**config.mk**
```make
export PLATFORM = sky130hd
export DESIGN_NAME = matrix_mult_param
export DESIGN_NICKNAME = d
export VERILOG_FILES = /design/src/rtl/matrix_mult_param.sv
export SDC_FILE = /design/constraint.sdc
export NUM_CORES = 1
export LEC_CHECK = 0
export CAP_MARGIN = 20
export CORE_MARGIN = 2
export CORE_UTILIZATION = 35
export CTS_CLUSTER_SIZE = 28
export DETAILED_ROUTE_END_ITERATION = 6
export GPL_ROUTABILITY_DRIVEN = 0
export MAX_ROUTING_LAYER = met4
export PLACE_DENSITY = 0.63
export SYNTH_ARGS = -nofsm -noshare
export SYNTH_HDL_FRONTEND = slang
export SYNTH_SLANG_ARGS = --single-unit
```
**constraint.sdc**
```tcl
create_clock -name Clock -period 26.5 [get_ports Clock]
set_clock_uncertainty 0.05 [all_clocks]
set_input_delay 5.3 -clock Clock [delete_from_list [all_inputs] [get_ports Clock]]
set_output_delay 5.3 -clock Clock [all_outputs]
set_load 0.03 [all_outputs]
```
**src/rtl/matrix_mult_param.sv**
```systemverilog
// Signed NxN matrix multiplier C = A x B built around a single sequential MAC unit.
// Start/busy/done handshake; results wrap or saturate to DW bits with a sticky overflow flag.
module matrix_mult_param #(
  parameter int N     = 3,
  parameter int DW    = 8,
  parameter int ACC_W = 2*DW+$clog2(N),
  parameter int SAT   = 0
) (
  input  logic              Clock,
  input  logic              reset,
  input  logic              start,
  input  logic [N*N*DW-1:0] A,
  input  logic [N*N*DW-1:0] B,
  output logic [N*N*DW-1:0] C,
  output logic              busy,
  output logic              done,
  output logic              ovf
);

  localparam int IW = $clog2(N);
  localparam logic [IW-1:0] LAST = IW'(N-1);
  localparam logic signed [ACC_W-1:0] MAX_V = {{(ACC_W-DW+1){1'b0}}, {(DW-1){1'b1}}};
  localparam logic signed [ACC_W-1:0] MIN_V = {{(ACC_W-DW+1){1'b1}}, {(DW-1){1'b0}}};

  typedef enum logic [1:0] {
    ST_IDLE = 2'd0,
    ST_MAC  = 2'd1,
    ST_DONE = 2'd2
  } state_t;

  state_t state_r;
  state_t state_next_s;

  logic signed [DW-1:0]    a_q_r [N][N];
  logic signed [DW-1:0]    b_q_r [N][N];
  logic signed [DW-1:0]    res_r [N][N];
  logic signed [ACC_W-1:0] acc_r;
  logic [IW-1:0]           i_r;
  logic [IW-1:0]           j_r;
  logic [IW-1:0]           k_r;
  logic                    ovf_int_r;

  logic signed [DW-1:0]    a_el_s;
  logic signed [DW-1:0]    b_el_s;
  logic signed [ACC_W-1:0] a_ext_s;
  logic signed [ACC_W-1:0] b_ext_s;
  logic signed [ACC_W-1:0] prod_s;
  logic signed [ACC_W-1:0] sum_s;
  logic [DW-1:0]           red_s;
  logic                    red_ovf_s;
  logic                    last_s;

  // Wrap keeps the low DW bits; saturate clamps to the signed DW range first.
  function automatic logic [DW-1:0] reduce_f(input logic signed [ACC_W-1:0] v);
    logic [DW-1:0] r;
    if ((SAT != 0) && (v > MAX_V)) begin
      r = MAX_V[DW-1:0];
    end else if ((SAT != 0) && (v < MIN_V)) begin
      r = MIN_V[DW-1:0];
    end else begin
      r = v[DW-1:0];
    end
    return r;
  endfunction

  // MAC datapath: current product, running sum and its DW-bit reduction
  always_comb begin
    a_el_s    = a_q_r[i_r][k_r];
    b_el_s    = b_q_r[k_r][j_r];
    a_ext_s   = {{(ACC_W-DW){a_el_s[DW-1]}}, a_el_s};
    b_ext_s   = {{(ACC_W-DW){b_el_s[DW-1]}}, b_el_s};
    prod_s    = a_ext_s * b_ext_s;
    sum_s     = acc_r + prod_s;
    red_s     = reduce_f(sum_s);
    red_ovf_s = ({{(ACC_W-DW){red_s[DW-1]}}, red_s} != sum_s);
    last_s    = (i_r == LAST) && (j_r == LAST) && (k_r == LAST);
  end

  // State register
  always_ff @(posedge Clock or posedge reset) begin
    if (reset) begin
      state_r <= ST_IDLE;
    end else begin
      state_r <= state_next_s;
    end
  end

  // Next-state logic
  always_comb begin
    state_next_s = state_r;
    case (state_r)
      ST_IDLE: begin
        if (start) begin
          state_next_s = ST_MAC;
        end else begin
          state_next_s = ST_IDLE;
        end
      end
      ST_MAC: begin
        if (last_s) begin
          state_next_s = ST_DONE;
        end else begin
          state_next_s = ST_MAC;
        end
      end
      ST_DONE: state_next_s = ST_IDLE;
      default: state_next_s = ST_IDLE;
    endcase
  end

  // Operand capture, index walk (k innermost, then j, then i) and accumulation
  always_ff @(posedge Clock or posedge reset) begin
    if (reset) begin
      for (int r = 0; r < N; r++) begin
        for (int c = 0; c < N; c++) begin
          a_q_r[r][c] <= '0;
          b_q_r[r][c] <= '0;
          res_r[r][c] <= '0;
        end
      end
      acc_r     <= '0;
      i_r       <= '0;
      j_r       <= '0;
      k_r       <= '0;
      ovf_int_r <= 1'b0;
    end else begin
      case (state_r)
        ST_IDLE: begin
          if (start) begin
            for (int r = 0; r < N; r++) begin
              for (int c = 0; c < N; c++) begin
                a_q_r[r][c] <= A[(r*N+c)*DW +: DW];
                b_q_r[r][c] <= B[(r*N+c)*DW +: DW];
              end
            end
            acc_r     <= '0;
            i_r       <= '0;
            j_r       <= '0;
            k_r       <= '0;
            ovf_int_r <= 1'b0;
          end
        end
        ST_MAC: begin
          if (k_r == LAST) begin
            res_r[i_r][j_r] <= red_s;
            acc_r           <= '0;
            k_r             <= '0;
            if (red_ovf_s) begin
              ovf_int_r <= 1'b1;
            end
            if (j_r == LAST) begin
              j_r <= '0;
              i_r <= (i_r == LAST) ? '0 : i_r + IW'(1);
            end else begin
              j_r <= j_r + IW'(1);
            end
          end else begin
            acc_r <= sum_s;
            k_r   <= k_r + IW'(1);
          end
        end
        default: begin
        end
      endcase
    end
  end

  // Output registers: C and ovf change only on the done edge
  always_ff @(posedge Clock or posedge reset) begin
    if (reset) begin
      C    <= '0;
      ovf  <= 1'b0;
      done <= 1'b0;
      busy <= 1'b0;
    end else begin
      done <= 1'b0;
      case (state_r)
        ST_IDLE: begin
          if (start) begin
            busy <= 1'b1;
          end
        end
        ST_DONE: begin
          for (int r = 0; r < N; r++) begin
            for (int c = 0; c < N; c++) begin
              C[(r*N+c)*DW +: DW] <= res_r[r][c];
            end
          end
          ovf  <= ovf_int_r;
          done <= 1'b1;
          busy <= 1'b0;
        end
        default: begin
        end
      endcase
    end
  end

endmodule

```
Word-level counts from Yosys, hierarchy flattened --
Cells that the tools add are included.
Operators by class: reductions and logical operators 14, add/sub/neg operators 4, shifts and indexed selects 0, div/mod/pow operators 0, multipliers 1, mux-type cells 40, $lt $le $gt $ge 5, bitwise operators 3, equal/unequal tests 10
Operators by type and width (count):
- 24-bit 2-to-1 mux | 5
- 24-bit binary-select mux with 2-bit select | 2
- 72-bit bitwise mux | 1
- 24-bit demux with 2-bit select | 1
- 8-bit 2-to-1 mux | 5
- 18-bit 2-to-1 mux | 2
- 18-bit one-hot mux with 2 select lines | 1
- 8-bit binary-select mux with 2-bit select | 2
- 18-bit by 16-bit adder with 18-bit output | 1
- 8-bit demux with 2-bit select | 1
- 8-bit by 8-bit multiplier with 16-bit output | 1
- 2-bit 2-to-1 mux | 8
- 2-bit one-hot mux with 2 select lines | 4
- 10-bit inequality test | 1
- 3-bit >= comparator, second input constant | 3
- 2-bit inverter with 3-bit output | 3
- 2-bit equality test, second input constant | 4
- 2-bit inequality test, second input constant | 4
- 2-bit AND reduction | 4
- 4-bit AND reduction | 2
- 2-bit by 1-bit adder with 2-bit output, second input constant | 3
- 3-bit by 1-bit < comparator with 1-bit output, second input constant | 2
- 1-bit 2-to-1 mux | 6
- 1-bit logical AND | 4
- 5 further kinds | 7
Word-level totals: latch bits 0, bits in writable memories 0, memories 0, logic and storage cells 114, flip-flop bits (word level) 318, bits in read-only memories 0

Depth between registers and ports, before layout --
depth after elaboration 13, depth in mapped cells 30

Worst setup path after synthesis --
Ideal clock, no wire load.
path kind reg-to-reg, start register k_r[0], end register ovf_int_r, setup slack 19565 ps, path buffers 4, stages on the path, launching flop included 24, data arrival time 6749 ps, cell sequence dfrtp_1 clkbuf_1 nor2b_1 buf_2 buf_1 a21oi_1 nor2_1 inv_1 fa_1 inv_1 fa_1 fa_1 fa_1 fa_1 ha_1 buf_2 and3_2 a211o_1 a31oi_1 xnor2_1 nor4_1 nand4b_1 nor4_1 a211oi_1
Between the ends: cells in the longest elaborated chain, start to end 12, elaborated cells on any way between the ends 17
RTL lines:
- start: declaration | RTL line 40 | logic [IW-1:0] k_r;
- start signal: assignment | RTL line 159 | k_r <= k_r + IW'(1);
- 2-bit inverter with 3-bit output (not written as such) | RTL line 68, 69
- 24-bit binary-select mux with 2-bit select | RTL line 69 | b_el_s = b_q_r[k_r][j_r];
- 24-bit 2-to-1 mux (not written as such) (2 in a row) | RTL line 69
- 8-bit binary-select mux with 2-bit select | RTL line 69
- 8-bit 2-to-1 mux (not written as such) (2 in a row) | RTL line 69
- 8-bit by 8-bit multiplier with 16-bit output | RTL line 72 | prod_s = a_ext_s * b_ext_s;
- 18-bit by 16-bit adder with 18-bit output | RTL line 73 | sum_s = acc_r + prod_s;
- 10-bit inequality test | RTL line 75 | red_ovf_s = ({{(ACC_W-DW){red_s[DW-1]}}, red_s} != sum_s);
- 2-bit inequality test (no line)
- 4-bit AND reduction (no line) (*)
- end signal: assignment | RTL line 125 | ovf_int_r <= 1'b0;
- end signal: assignment | RTL line 140 | ovf_int_r <= 1'b0;
- end signal: assignment | RTL line 149 | ovf_int_r <= 1'b1;
- end: declaration | RTL line 41 | logic ovf_int_r;
Every way passes the cells marked *; elsewhere a longest branch is shown, timed or not. The select of a mux whose other input is x is not followed. A chain may end at the register's enable or synchronous reset.

Final worst setup path --
start register k_r[1], end register ovf_int_r
Same word-level chain as after synthesis.

==> summary.txt <==
Status
  • Outcome: complete, no violations

Floorplanning
  • Initial Util: 0.354
  • Ports: approximately 220
  • Cell row count: 79
  • Die W: 221 um
  • Placeable core area: roughly 47,000 um^2
  • Die height: approximately 220 um
  • Area of the die: 48,800 um^2

Logic synthesis
  • Largest family of logic cells by synthesized area: simple AND/OR/NAND/NOR gates
  • Synth unique cells: 57
  • Post-Syn Instances: between 1,500 and 2,000
  • Syn Nets: 1,892
  • Post-synthesis mux area share: 0.114
  • Post-Synth XOR/XNOR Area: 0.0106
  • Post-synth EDFFs: 0
  • YS warnings: 0
  • Post-Synth Simple-Gate Area: 0.160
  • Share of synthesized flip-flops with an asynchronous set or reset: 1.00
  • Synth Area in Adders: 0.129
  • FF+latch count, synth: ~320
  • Register area share after synthesis: 0.483
  • Synthesized area: ~16,000 um^2
  • Synth Flop Type: dfrtp_1
  • Synth Area in Compound Gates: 0.0606
  • Avg Synthesized Cell Area: approximately 10 um^2

Cells and area
  • Area growth from synthesis to layout: 24.2%
  • Commonest cells after routing, fill and taps aside: 508 x nand2_1, 315 x dfrtp_1, 221 x clkdlybuf4s50_1, 123 x mux2_2, 94 x inv_1
  • Fillers: approximately 4,400
  • Layout cells sized above 1: 0.119
  • Most common cell after layout, fill and taps aside: nand2_1
  • Layout net count: around 2,100
  • Non-Filler Instances: 2,443

Critical path
  • Worst R2R Path Depth: 20
  • WP data arrival: roughly 8.4 ns
  • Crit-path cells: buf_4 > nand2b_1 > or3_1 > o221ai_1 > inv_1 > nor2_1 > fa_1 > fa_1 > fa_1 > fa_1 > ha_1 > ha_1 > a21o_1 > nor3_1 > a2111oi_0 > o22ai_1 > xor2_1 > nor4b_1 > and4b_1 > a211oi_1
  • Most used cell, CP: fa_1
  • Critical path's slowest cell: nor2_1
  • Max stage delay on crit path: 0.80 ns
  • Crit path depth: 20
  • CP Buf/Inv Count: 2
  • Crit start category: flop
  • Max FO, Critical Path: 32
  • CP Capture Type: flop
  • Worst setup path class: flop to flop
  • CP delay by family, top: adder cells
  • CP required: roughly 27 ns

Routing
  • Pre-Repair DR Iteration Count: 5
  • Initial DRC Count: 762
  • Vias: between 10,000 and 15,000
  • DRT antenna net count: 0
  • DRC Markers: 0
  • Final WL: about 43,000 um
  • Detailed-route vias per instance: just under 5
  • Wire per inst: about 18 um

Clock tree
  • TritonCTS clock tree: done
  • # Post-CTS Setup Buffers: 0
  • Clk_lat worst skew: about 0.55 ns
  • CTS root buf: clkbuf_16
  • Bufs on Longest Clock Path: 3
  • H-tree depth: 2
  • # hold bufs at CTS: 0
  • Total CTS buffers: 38
  • Sink Count: between 300 and 400
  • Clock transition at path regs: approximately 0.060 ns
  • Resize count post-CTS: 0

Placed design
  • IO buf count: about 220
  • Detailed placer's ending HPWL: 30,600 um
  • Placed Cells: 2,375

Min path
  • Hold Path Class: flop to flop
  • Worst Hold Depth: 2

GRT
  • Largest net degree at the start of global routing: about 190
  • GRT Total Usage: 0.184
  • Total grt overflow: 0
  • Vias in the first global route: about 13,000
  • Initial antenna violation count: 1
  • First-pass GRT wire length: about 70,000 um

Job
  • Max Cap Violations: 0

STA
  • Worst-margin pin slew: about 1.1 ns
  • Period utilization: 0.304
  • Final setup fails: 0
  • Clock period minus worst slack: 8.06 ns
  • RSZ-0062 raised after global routing: false
  • Max-slew violation count: 0
  • Final Hold Viols: 0
  • Setup TNS: 0 ns
  • Rel. slew slack: 0.254
  • Max Fclk: 0.124 GHz
metrics by stage:
step | instance area (um^2) | worst slack, ns | utilization | hold slack (ns)
2_1_floorplan | 16500 | 12.35 | - | 0.383
3_3_place_gp | 19200 | 18.72 | 0.413 | 0.394
3_5_place_dp | 19200 | 18.57 | 0.413 | 0.402
4_1_cts | 20500 | 18.56 | 0.439 | 0.415
5_1_grt | 20500 | 17.91 | 0.439 | 0.442
6_report | 20500 | 18.44 | 0.440 | 0.411
sequential cells by signal, summed over array words and instances (netlist names):
name,cells
C,72
done,1
state_r,2
res_r,72
ovf,1
ovf_int_r,1
i_r,2
k_r,2
a_q_r,72
busy,1
acc_r,18
b_q_r,72
j_r,2
worst register-to-register path, stage by stage, from the launching register on:
cell and delay (ns):
dfrtp_2 0.61, buf_4 0.52, nand2b_1 0.33, or3_1 0.42, o221ai_1 0.17, inv_1 0.17, nor2_1 0.81, fa_1 0.58
fa_1 0.54, fa_1 0.45, fa_1 0.50, ha_1 0.31, ha_1 0.39, a21o_1 0.24, nor3_1 0.07, a2111oi_0 0.66
o22ai_1 0.23, xor2_1 0.21, nor4b_1 0.37, and4b_1 0.25, a211oi_1 0.08
worst paths after layout:
kind	startpoint	endpoint	slack, ns
setup / recovery	k_r[1]$_DFFE_PP0P_	ovf_int_r$_DFFE_PP0P_	18.44
hold / removal	res_r[0]$_DFFE_PP0P_	res_r[0]$_DFFE_PP0P_	0.41
setup reg to reg	k_r[1]$_DFFE_PP0P_	ovf_int_r$_DFFE_PP0P_	18.44
hold reg to reg	res_r[0]$_DFFE_PP0P_	res_r[0]$_DFFE_PP0P_	0.41
max in group asynchronous	reset	acc_r[14]$_DFFE_PP0P_	19.55
min in group asynchronous	reset	a_q_r[37]$_DFFE_PP0P_	5.27
metal layers:
layer	GRT usage	part of all wire	routed length, um	vias to the layer above
met5	-	0	0	-
met4	0.0621	0.030	1300	0
met3	0.0353	0.049	2110	86
met2	0.295	0.48	20700	309
met1	0.234	0.44	18800	5978
li1	-	-	-	5626
synth_stat cells (all sizes together), types with 8 or more instances:
cell / instances / area, um^2
a211oi: 12 / 90.1
a21oi: 34 / 174
a22o: 13 / 115
buf: 26 / 118
clkbuf: 63 / 236
dfrtp: 318 / 7960
fa: 80 / 1600
ha: 42 / 526
inv: 95 / 357
mux2: 123 / 1390
mux2i: 49 / 490
nand2: 508 / 1910
nand2b: 10 / 62.6
nor2: 79 / 297
nor3: 8 / 50.1
o21ai: 51 / 255
o22a: 9 / 78.8
or2: 9 / 56.3
xnor2: 13 / 114
logic make-up after synthesis:
logic type / Yosys count
fa+ha+maj: 122
buf+inv: 184
compound gates: 155
flops: 318
mux: 172
xor+xnor: 20
simple gates: 652
layout make-up:
type	instances	area, um^2	area share
Sequential cell	318	7960	0.389
Antenna cell	2	5.00	0.000245
Clock inverter	11	115	0.00563
Multi-Input combinational cell	1121	7830	0.383
Inverter	95	364	0.0178
Timing Repair Buffer	234	2320	0.113
Tap cell	607	759	0.0371
Clock buffer	55	1110	0.0541
Power is left out: the tool's default activity adds up to more than one toggle a clock period on the data nets, which glitch-free logic cannot reach.
